`src/rtl/audio_pkg.sv`:
```
// Shared types and helpers for the multi-channel sample mixer.
package audio_pkg;

    localparam int unsigned GAIN_W = 2;

    typedef enum logic [1:0] {
        StIdle,
        StAddr,
        StData,
        StMix
    } mix_state_e;

    function automatic int unsigned midscale(input int unsigned width);
        return 32'd1 << (width - 32'd1);
    endfunction

    // Clamp a signed value to the range of a width-bit two's complement number.
    function automatic int sat_signed(input int value, input int unsigned width);
        int hi;
        int lo;
        hi = int'(midscale(width)) - 1;
        lo = -int'(midscale(width));
        if (value > hi) begin
            return hi;
        end
        if (value < lo) begin
            return lo;
        end
        return value;
    endfunction

endpackage

```
`src/rtl/audio_dsm.sv`:
```
// First-order delta-sigma modulator: the carry out of a SAMPLE_W-bit phase accumulator.
module audio_dsm #(
    parameter int unsigned SAMPLE_W = 8
) (
    input  logic                clk_i,
    input  logic                rst_i,
    input  logic [SAMPLE_W-1:0] pcm_i,
    output logic                audio_o
);

    logic [SAMPLE_W:0] acc_q;
    logic [SAMPLE_W:0] acc_d;

    always_comb begin
        acc_d = {1'b0, acc_q[SAMPLE_W-1:0]} + {1'b0, pcm_i};
    end

    always_ff @(posedge clk_i) begin
        if (rst_i) begin
            acc_q <= '0;
        end else begin
            acc_q <= acc_d;
        end
    end

    assign audio_o = acc_q[SAMPLE_W];

endmodule

```
`src/rtl/audio_sample_mixer.sv`:
```
// Multi-voice sample player: one time-multiplexed ROM port, saturating mix,
// parallel PCM output and a delta-sigma audio pin.
module audio_sample_mixer
    import audio_pkg::*;
#(
    parameter int unsigned CHANNELS = 2,
    parameter int unsigned ADDR_W   = 12,
    parameter int unsigned SAMPLE_W = 8,
    parameter int unsigned DIV_W    = 8
) (
    input  logic                         clk_i,
    input  logic                         rst_i,
    input  logic                         enable_i,
    input  logic [DIV_W-1:0]             sample_div_i,
    input  logic [CHANNELS-1:0]          trig_i,
    input  logic [CHANNELS-1:0]          loop_i,
    input  logic [CHANNELS*ADDR_W-1:0]   start_addr_i,
    input  logic [CHANNELS*ADDR_W-1:0]   end_addr_i,
    input  logic [CHANNELS*GAIN_W-1:0]   gain_i,
    output logic                         rom_rd_o,
    output logic [ADDR_W-1:0]            rom_addr_o,
    input  logic [SAMPLE_W-1:0]          rom_data_i,
    output logic [CHANNELS-1:0]          busy_o,
    output logic [CHANNELS-1:0]          done_o,
    output logic [SAMPLE_W-1:0]          pcm_out_o,
    output logic                         pcm_valid_o,
    output logic                         audio_out_o,
    output logic                         overrun_o
);

    localparam int unsigned CH_W  = (CHANNELS > 1) ? $clog2(CHANNELS) : 1;
    localparam int unsigned ACC_W = SAMPLE_W + $clog2(CHANNELS) + 1;
    localparam int unsigned EXT_W = ACC_W - SAMPLE_W;
    localparam logic [SAMPLE_W-1:0] MID     = SAMPLE_W'(midscale(SAMPLE_W));
    localparam logic [CH_W-1:0]     LAST_CH = CH_W'(CHANNELS - 1);

    mix_state_e               state_q, state_d;
    logic [CH_W-1:0]          ch_q, ch_d;
    logic [DIV_W-1:0]         div_q, div_d;
    logic [CHANNELS-1:0]      pend_q, pend_d;
    logic [CHANNELS-1:0]      busy_q, busy_d;
    logic [CHANNELS-1:0]      done_q, done_d;
    logic [ADDR_W-1:0]        cur_q [CHANNELS];
    logic [ADDR_W-1:0]        cur_d [CHANNELS];
    logic signed [ACC_W-1:0]  acc_q, acc_d;
    logic [SAMPLE_W-1:0]      pcm_q, pcm_d;
    logic                     pcm_valid_q, pcm_valid_d;
    logic                     overrun_q, overrun_d;

    logic                       tick;
    logic [GAIN_W-1:0]          ch_gain;
    logic signed [SAMPLE_W-1:0] sample_s;
    logic signed [SAMPLE_W-1:0] shifted;
    logic signed [ACC_W-1:0]    contrib;
    int                         sat_val;

    assign tick = enable_i && (div_q == sample_div_i);

    // Offset-binary to two's complement is a flip of the MSB.
    assign ch_gain  = gain_i[ch_q*GAIN_W +: GAIN_W];
    assign sample_s = $signed(rom_data_i ^ MID);
    assign shifted  = sample_s >>> ch_gain;
    assign contrib  = {{EXT_W{shifted[SAMPLE_W-1]}}, shifted};
    assign sat_val  = sat_signed(int'(acc_q), SAMPLE_W);

    assign rom_rd_o   = (state_q == StAddr) && busy_q[ch_q];
    assign rom_addr_o = rom_rd_o ? cur_q[ch_q] : '0;

    always_comb begin
        state_d     = state_q;
        ch_d        = ch_q;
        div_d       = '0;
        pend_d      = pend_q | trig_i;
        busy_d      = busy_q;
        done_d      = '0;
        cur_d       = cur_q;
        acc_d       = acc_q;
        pcm_d       = pcm_q;
        pcm_valid_d = 1'b0;
        overrun_d   = overrun_q;

        if (enable_i && !tick) begin
            div_d = div_q + DIV_W'(1);
        end

        if (tick && (state_q != StIdle)) begin
            overrun_d = 1'b1;
        end

        unique case (state_q)
            StIdle: begin
                if (tick) begin
                    for (int unsigned c = 0; c < CHANNELS; c++) begin
                        if (pend_q[c]) begin
                            cur_d[c]  = start_addr_i[c*ADDR_W +: ADDR_W];
                            busy_d[c] = 1'b1;
                        end
                    end
                    pend_d  = trig_i;
                    acc_d   = '0;
                    ch_d    = '0;
                    state_d = StAddr;
                end
            end
            StAddr: begin
                state_d = StData;
            end
            StData: begin
                acc_d = acc_q + (busy_q[ch_q] ? contrib : '0);
                if (ch_q == LAST_CH) begin
                    state_d = StMix;
                end else begin
                    ch_d    = ch_q + CH_W'(1);
                    state_d = StAddr;
                end
            end
            StMix: begin
                pcm_d       = SAMPLE_W'(sat_val) ^ MID;
                pcm_valid_d = 1'b1;
                for (int unsigned c = 0; c < CHANNELS; c++) begin
                    if (busy_q[c]) begin
                        if (cur_q[c] == end_addr_i[c*ADDR_W +: ADDR_W]) begin
                            if (loop_i[c]) begin
                                cur_d[c] = start_addr_i[c*ADDR_W +: ADDR_W];
                            end else begin
                                busy_d[c] = 1'b0;
                                done_d[c] = 1'b1;
                            end
                        end else begin
                            cur_d[c] = cur_q[c] + ADDR_W'(1);
                        end
                    end
                end
                state_d = StIdle;
            end
            default: begin
                state_d = StIdle;
            end
        endcase
    end

    always_ff @(posedge clk_i) begin
        if (rst_i) begin
            state_q     <= StIdle;
            ch_q        <= '0;
            div_q       <= '0;
            pend_q      <= '0;
            busy_q      <= '0;
            done_q      <= '0;
            cur_q       <= '{default: '0};
            acc_q       <= '0;
            pcm_q       <= MID;
            pcm_valid_q <= 1'b0;
            overrun_q   <= 1'b0;
        end else begin
            state_q     <= state_d;
            ch_q        <= ch_d;
            div_q       <= div_d;
            pend_q      <= pend_d;
            busy_q      <= busy_d;
            done_q      <= done_d;
            cur_q       <= cur_d;
            acc_q       <= acc_d;
            pcm_q       <= pcm_d;
            pcm_valid_q <= pcm_valid_d;
            overrun_q   <= overrun_d;
        end
    end

    audio_dsm #(
        .SAMPLE_W(SAMPLE_W)
    ) u_dsm (
        .clk_i  (clk_i),
        .rst_i  (rst_i),
        .pcm_i  (pcm_q),
        .audio_o(audio_out_o)
    );

    assign busy_o      = busy_q;
    assign done_o      = done_q;
    assign pcm_out_o   = pcm_q;
    assign pcm_valid_o = pcm_valid_q;
    assign overrun_o   = overrun_q;

endmodule
```
`config.mk`:
```
export PLATFORM = sky130hd
export DESIGN_NAME = audio_sample_mixer
export DESIGN_NICKNAME = d
export VERILOG_FILES = /design/src/rtl/audio_pkg.sv /design/src/rtl/audio_dsm.sv /design/src/rtl/audio_sample_mixer.sv
export SDC_FILE = /design/constraint.sdc
export NUM_CORES = 1
export LEC_CHECK = 0
export BUFFER_PORTS_ARGS = -buffer_cell sky130_fd_sc_hd__buf_2
export CAP_MARGIN = 10
export CORE_ASPECT_RATIO = 0.6
export CORE_MARGIN = 1
export CORE_UTILIZATION = 50
export CTS_CLUSTER_DIAMETER = 50
export CTS_CLUSTER_SIZE = 12
export DETAILED_ROUTE_END_ITERATION = 6
export MAX_ROUTING_LAYER = met4
export PLACE_DENSITY = 0.8
export SLEW_MARGIN = 20
export SYNTH_ARGS = -nofsm -noshare
export SYNTH_HDL_FRONTEND = slang
export SYNTH_SLANG_ARGS = --single-unit
```
`constraint.sdc`:
```
create_clock -name clk_i -period 3.3 [get_ports clk_i]
set_clock_uncertainty 0.15 [all_clocks]
set_input_delay 0.66 -clock clk_i [delete_from_list [all_inputs] [get_ports clk_i]]
set_output_delay 0.66 -clock clk_i [all_outputs]
set_load 0.02 [all_outputs]
```
## After elaboration in Yosys (flattened, before gate mapping)

Cells that the tools add are included.

| word-level totals | value |
|---|---|
| input bits | 75 |
| flip-flop bits (word level) | 70 |
| word-level logic and storage cells | 114 |

| cells by class | value |
|---|---|
| shift-type cells | 2 |
| reductions and logical operators | 17 |
| mux-type cells | 47 |
| add/sub/neg operators | 6 |
| bitwise operators | 10 |
| $lt $le $gt $ge | 4 |
| eq/ne operators | 13 |

Operator list:

| operator | number |
|---|---|
| $mux 12 | 12 |
| $pmux 24 s2 | 1 |
| $add 12x1->12 const B | 2 |
| $eq 12x12->1 | 2 |
| $mux 24 | 1 |
| $mux 8 | 3 |
| $mux 10 | 2 |
| $pmux 10 s2 | 1 |
| $mux 1 | 18 |
| $add 10x10->10 | 1 |
| $gt 10x8->1 const B | 1 |
| $lt 10x8->1 const B | 1 |
| $mux 2 | 5 |
| $ne 2x2->1 const B | 5 |
| $reduce_and 5->1 | 2 |
| $add 8x8->9 | 1 |
| $add 8x1->8 const B | 1 |
| $eq 8x8->1 | 1 |
| $not 1->1 | 8 |
| $pmux 2 s4 | 1 |
| $reduce_or 4->1 | 2 |
| $sshr 8x2->8 | 1 |
| $mux 7 | 1 |
| $ne 3x3->1 const B | 2 |
| other kinds (17) | 24 |

## Logic depth before layout (Yosys ltp)

Gate-level depths: netlist of the first run.

| depth | value |
|---|---|
| depth after elaboration | 6 |
| depth in mapped cells | 14 |
| gate-level depth less buffers | 13 |

## Cells and area by module

Synthesis of the first run repeated with hierarchy kept, for this count alone.

| unflattened totals | value |
|---|---|
| cell total of the unflattened synthesis | 556 |
| area total of the unflattened synthesis | 4,695.8 um2 |

Modules (own cells, without submodules):

| module | instances | cells each | area an instance (um2) |
|---|---|---|---|
| audio_sample_mixer | 1 | 502 | 4,181.5 |
| audio_dsm | 1 | 54 | 514.2 |

## Worst setup path before layout of the first run

No wires, ideal clock.

| path | value |
|---|---|
| path kind | input port to flip-flop |
| start | input port gain_i[0] |
| end | register acc_q[9] |
| arrival time | 3.039 ns |
| buffers on the path | 0 |
| setup time | 0.075 ns |
| cell stages on the path | 12 |
| setup slack | 0.037 ns |
| cells stage by stage | mux2i_4 -> mux2_1 -> nor2_1 -> a211o_1 -> inv_1 -> ha_1 -> a211oi_1 -> o21ai_0 -> o211ai_1 -> mux2i_1 -> or4_1 -> a31oi_1 |

| between the ends | value |
|---|---|
| cells in the longest elaborated chain, start to end | 5 |

RTL lines:

| what | RTL line | source |
|---|---|---|
| from (decl) | audio_sample_mixer.sv:19 | `input logic [CHANNELS*GAIN_W-1:0] gain_i,` |
| $shiftx 4x3->2 | audio_sample_mixer.sv:60 | `assign ch_gain = gain_i[ch_q*GAIN_W +: GAIN_W];` |
| $sshr 8x2->8 | audio_sample_mixer.sv:62 | `assign shifted = sample_s >>> ch_gain;` |
| $mux 10 | audio_sample_mixer.sv:109 | `acc_d = acc_q + (busy_q[ch_q] ? contrib : '0);` |
| $add 10x10->10 | audio_sample_mixer.sv:109 |  |
| $pmux 10 s2 | audio_sample_mixer.sv:90 | `unique case (state_q)` |
| to (signal assigned) | audio_sample_mixer.sv:151 | `acc_q <= '0;` |
| to (signal assigned) | audio_sample_mixer.sv:163 | `acc_q <= acc_d;` |
| to (decl) | audio_sample_mixer.sv:45 | `logic signed [ACC_W-1:0] acc_q, acc_d;` |

No other way between the ends.
A chain may end at the register's enable or synchronous reset.

## Final worst setup path of the first run

Same ends and word-level chain as after synthesis.

==> run metrics, run 1 <==
status finished, violations left; failing checks DRC; register bit total from synthesis 70; clock buffer depth 2; dpl hpwl roughly 10000 um; pwr dens ~370 nW/um2; first-pass GRT wire length 21100 um; CP max stage cell or4_1; Final Hold Vio Count 0; Logic pwr share 7.1%; Synth Area in Simple Gates roughly a fifth; Worst Tran Pin Value around 0.76 ns; r2r endpoint acc_q[9]; largest net degree at the start of global routing 40; CTS tree built; total track usage 28.4%; Crit Path Max Fanout 4; Max Cap Viol 0; Slew HR 49.0%; GR peak layer met2; Syn Nets 659; Tcrit/Tclk final 94.0%; Sw Share ~22%; Peak VDD IR ~0.27 mV; Post-Synth XOR/XNOR Area 9.19%; TritonCTS Buffers 9; fillcell total 765; Cells after Synth 562; worst reg-to-reg path cell count 12; Slew Limit Fails 0; hold_ws 0.334 ns; ys async rst share 0%; Worst Path Buf+Inv 2; Final #Nets 762; antenna violations before repair 0; DRT Pass-1 Iters 7; routability cong. around 0.94; TritonCTS Sinks 70; drc violations 4; die area 9550 um2; Post-DRT Antenna Nets 0; top cell family by delay on the critical path compound AO/OA/AOI/OAI gates; Reg2Reg Setup Slack ~0.20 ns; proportion of synthesized area in mux cells 8.62%; type of element launching the critical path input port; IO Port Bufs 102; CP required 3.40 ns; Core Box Area 8690 um2; CP endpoint kind register; drt via density 5.81; top_reg_cell synth dfxtp_1; critical path type in2reg; sequential area share after synthesis 30.6%; Post-CTS Hold Buffers 0; cell breakdown of the critical path buf_2 -> mux2i_4 -> mux2_2 -> nor2_1 -> a211o_1 -> inv_1 -> ha_1 -> a211oi_2 -> o21ai_0 -> o211ai_1 -> mux2i_1 -> or4_1 -> a31oi_1; commonest non-fill, non-tap cell in the layout buf_2; Root Driver clkbuf_16; starting density of the core 52.7%; Internal 1590 uW; GR Util met3 7.02%; most frequent cells in the layout buf_2, nor2_1, dfxtp_1, a21oi_1, inv_1; Fin Setup TNS 0 ns; maximum clock rate 322 MHz; Synth Area in Compound Gates between 10% and 20%; Antenna diodes 0; R2R Path Start ch_q; clk slew on worst S/H paths around 0.060 ns; critical path arrival 3.21 ns; die height 76.1 um; clock share of power 51.1%; area of the multi-input gates between 2000 and 3000 um2; Psw 451 uW; drt total wl approximately 13000 um; Rows 26; DR vias 4540; fin cells 782; final setup fails 0; area grow syn2layout 22.0%; clk_lat worst skew 0.33 ns; Worst Setup SP gain_i[0]; EDFF count, synth 0; met2 Resource Use GR a little over two fifths; main combinational cell family by area after synthesis simple AND/OR/NAND/NOR gates; mapped cell area 4570 um2; number of global-route vias before repair approximately 4.2k; Tmin final 3.10 ns; HP Class reg2reg; CP max stage delay ~0.48 ns; global route overflow 0; Syn Area/Cell 8.14 um2; min-delay src pcm_out_o[0]; Flop pwr share 41.9%; WL/cell roughly 17 um; leakage power 0.00231 uW; Post-Synth Adder-Cell Area under 10%; Hold Crit Depth 2; Iteration-0 DRC Markers 402; I/O Pins approximately 100; share of cells above drive strength 1 23.4%; Worst Hold Endpoint pcm_out_o[0]; chip width roughly 130 um; Placed Instances 764; H-tree Lvls 3; post-synthesis cell type count just over 60; Reg area between 1000 and 1500 um2; M1 GR Usage 38.6%; Ys Warns 0
==> synthesized netlist by cell type, types with 3 or more instances <==
cell	count	area (um2)
a21oi_1	44	220
a211oi_1	4	30.0
ha_1	20	250
xor2_1	16	140
o32ai_1	13	114
a31oi_1	6	37.5
inv_1	34	128
mux2_1	3	33.8
nor3_1	15	75.1
buf_2	10	50.1
nand4_1	10	62.6
a211o_1	3	26.3
nand2_1	28	105
o21a_1	3	22.5
nor2b_1	13	81.3
a22oi_1	6	45.0
o21ai_1	10	50.1
or3_1	5	31.3
nand2b_1	3	18.8
nand3_1	19	95.1
mux2i_1	27	270
a21o_1	6	45.0
clkbuf_1	12	45.0
and3_1	5	31.3
o31a_1	4	35.0
o21ai_0	12	60.1
mux2_2	4	45.0
buf_1	4	15.0
nand3b_1	3	22.5
dfxtp_1	70	1400
xnor2_1	32	280
nor2_1	78	293
==> registers in the layout (all words and copies together) (netlist names) <==
name,flops
u_dsm.acc_q,9
pcm_valid_o,1
div_q,8
pcm_out_o,8
busy_o,2
pend_q,2
acc_q,10
cur_q,24
ch_q,1
overrun_o,1
state_q,2
done_o,2
==> how the worst max path moves through the flow <==
stage | end | slack, ns | cells past startpoint
after CTS | acc_q[9] | 0.04 | 12
after detailed placement | acc_q[9] | -0.21 | 13
after floorplan | acc_q[9] | 0.04 | 12
after global placement | acc_q[9] | -0.06 | 13
after global routing | acc_q[9] | -0.01 | 12
final | acc_q[9] | 0.20 | 13
==> cells by family after synthesis <==
logic type / Yosys count
simple gates: 197
compound gates: 126
flops: 70
buf+inv: 63
xor+xnor: 48
mux: 36
fa+ha+maj: 22
==> worst min-delay path: stages, from the launching register on <==
cell	delay, ns
dfxtp_1	0.32
nand2_1	0.06
a21oi_1	0.05
==> metal layers <==
metal / part of all wire (%) / up-vias / wire length (um)
li1: - / 2212 / -
met1: 47 / 2146 / 6070
met2: 45 / 170 / 5810
met3: 7.9 / 12 / 1030
met4: 0.68 / 0 / 89
met5: 0 / - / 0
==> power by group through the flow <==
| stage | clock, uW | combinational [uW] | sequential [uW] |
|---|---|---|---|
| 3_3_place_gp | 0 | 135 | 872 |
| 4_1_cts | 1050 | 142 | 854 |
| 6_report | 1040 | 144 | 854 |
| 3_5_place_dp | 0 | 142 | 873 |
| 2_1_floorplan | 0 | 72.8 | 872 |
| 5_1_grt | 1100 | 158 | 854 |
==> through the flow <==
| step | utilization, % | total power, uW | area [um2] | setup slack (ns) |
|---|---|---|---|---|
| after floorplan | - | 945 | 4570 | 0.0368 |
| after global placement | 60.1 | 1010 | 5220 | -0.0567 |
| after detailed placement | 60.1 | 1010 | 5220 | -0.213 |
| after CTS | 63.8 | 2040 | 5540 | 0.0435 |
| after global routing | 64.2 | 2110 | 5580 | -0.0133 |
| final | 64.2 | 2040 | 5580 | 0.197 |
==> timing repair <==
| action | in CTS | in global routing |
|---|---|---|
| endpoints found under the setup margin | 0 | 4 |
| gates resized for setup | 0 | 7 |
| setup buffers | 0 | 2 |
==> final cells by class <==
type | count | area share (%)
clock buffer | 10 | 4.10
clock inverter | 6 | 1.68
inverter | 35 | 2.35
multi-input combinational | 429 | 52.6
sequential | 70 | 25.1
tap | 112 | 2.51
timing repair buffer | 120 | 11.6
Note: power is estimated with default switching activity, not from simulation.
==> run 2, diff against run 1 <==
- CORE_UTILIZATION: 50 -> 59
- PLACE_DENSITY: 0.8 -> 0.88
- clock period: 3.3 -> 4 ns (I/O delays scaled with it)
==> run 2 against run 1 <==
Against the previous run: the flow now finishes without violations; sequential power down 17%; hold slack worse by 0.0070 ns; die area down 15%; utilization up 9.9 points; count of clock-buffer cells in the layout unchanged; non-clock buffer count down 10; first-iteration DRC count up 9.5%; clock power down 16%; flip-flop and latch count unchanged; critical path depth unchanged; worst setup slack better by 0.40 ns; register-to-register slack better by 0.40 ns.
==> run metrics, run 2 (same netlist as run 1, synthesis figures left out) <==
Setup WS post-layout 0.600 ns; Fin Setup TNS 0 ns; most frequent cells in the layout buf_2, nor2_1, dfxtp_1, a21oi_1, inv_1; clk slew on worst S/H paths 0.06 ns; Reg area 1400 um2; status finished, final reports clean; Antenna diodes 0; type of element launching the critical path register; dpl cell area 5150 um2; antenna violations before repair 0; hold_ws 0.327 ns; final setup fails 0; clock buffer depth 2; number of global-route vias before repair 4300; Tcrit/Tclk final between 80% and 90%; routability cong. 0.953; chip width 116 um; Slew Limit Fails 0; Final #Nets about 750; Setup Buffers After CTS 0; Logic pwr share 7.1%; CTS tree built; leakage power 0.00225 uW; Max Cap Viol 0; worst reg-to-reg path cell count 13; H-tree Lvls 3; Post-CTS Hold Buffers 0; DRT Pass-1 Iters 6; drt via density 5.97; Rows 24; clk_lat worst skew 0.34 ns; TritonCTS Sinks 70; Worst Tran Pin Value 0.927 ns; Final Hold Vio Count 0; pwr dens 310 nW/um2; Peak VDD IR 0.342 mV; fillcell total 566; I/O Pins 103; post-place setup slack 0.331 ns; maximum clock rate 294 MHz; Biggest register cur_q; Internal 1310 uW; IO Port Bufs about 100; starting density of the core 61.9%; area of the multi-input gates roughly 2900 um2; WL/cell 16.7 um; Iteration-0 DRC Markers 440; commonest non-fill, non-tap cell in the layout buf_2; Final Cell Area about 5500 um2; clock share of power about half; DR vias 4562; total track usage 34.2%; Flop pwr share 41.5%; die area slightly above 8000 um2; CP endpoint kind register; CP required 4.12 ns; Core Box Area 7390 um2; drc violations 0; Sw Share 22.8%; Slew HR 38.2%; dpl hpwl 9670 um; RSZ-0062 raised after global routing false; Tmin final 3.40 ns; Psw slightly below 400 uW; largest net degree at the start of global routing 26; top flop regs cur_q x24, acc_q x10, u_dsm.acc_q x9; area grow syn2layout 19.6%; first-pass GRT wire length 20900 um; max reg flops 24; Hold Crit Depth 2; global route overflow 0; die height 70.2 um; critical path arrival 3.52 ns; TritonCTS Buffers 9; Post-DRT Antenna Nets 0; critical path type reg2reg; drt total wl between 10000 and 15000 um; HP Class reg2reg; post_cts resized 0; share of cells above drive strength 1 21.4%; Crit Path Max Fanout 15; Root Driver clkbuf_16
-- run 2: power by group through the flow --
stage | Clock, uW | Sequential [uW] | Combinational [uW]
after floorplan | 0 | 720 | 60.0
after global placement | 0 | 720 | 113
after detailed placement | 0 | 720 | 117
after CTS | 878 | 705 | 118
after global routing | 910 | 705 | 130
final | 872 | 705 | 120
-- run 2: final cells by class --
type,count,area share [%]
clock buffers,10,4.18
inverters,35,2.40
well taps,104,2.38
flip-flops and latches,70,25.6
multi-input cells,429,53.3
clock inverters,6,1.71
repair buffers,110,10.4
-- run 2: worst max-delay path, cell delays in order (launching register included) --
cell	delay (ns)
dfxtp_1	0.47
buf_4	0.32
mux2i_1	0.12
buf_4	0.19
a211oi_1	0.23
ha_1	0.24
inv_1	0.07
fa_1	0.41
nor2b_1	0.14
o21ai_1	0.09
a21boi_1	0.27
a221oi_1	0.16
or3_1	0.32
a31oi_1	0.15
-- run 2: path summary, 6_finish.rpt --
kind,start,to,slack [ns]
setup / recovery,ch_q,acc_q[8],0.60
hold / removal,overrun_o,overrun_o,0.33
setup reg to reg,ch_q,acc_q[8],0.60
hold reg to reg,overrun_o,overrun_o,0.33
-- run 2: routing by layer --
layer / vias up / part of all wire [%] / wire length (um) / track usage [%]
li1: 2177 / - / - / -
met1: 2133 / 46 / 5830 / 47.9
met2: 232 / 44 / 5560 / 49.7
met3: 20 / 9.4 / 1210 / 7.12
met4: 0 / 1.3 / 170 / 9.97
met5: - / 0 / 0 / -
-- run 2: metrics by stage --
| stage | utilization [%] | power, uW | cells |
|---|---|---|---|
| final | 74.1 | 1700 | 764 |
| after global routing | 74.1 | 1740 | 764 |
| after CTS | 74.1 | 1700 | 764 |
| after detailed placement | 69.7 | 838 | 748 |
| after global placement | 69.7 | 833 | 748 |
| after floorplan | - | 780 | 562 |
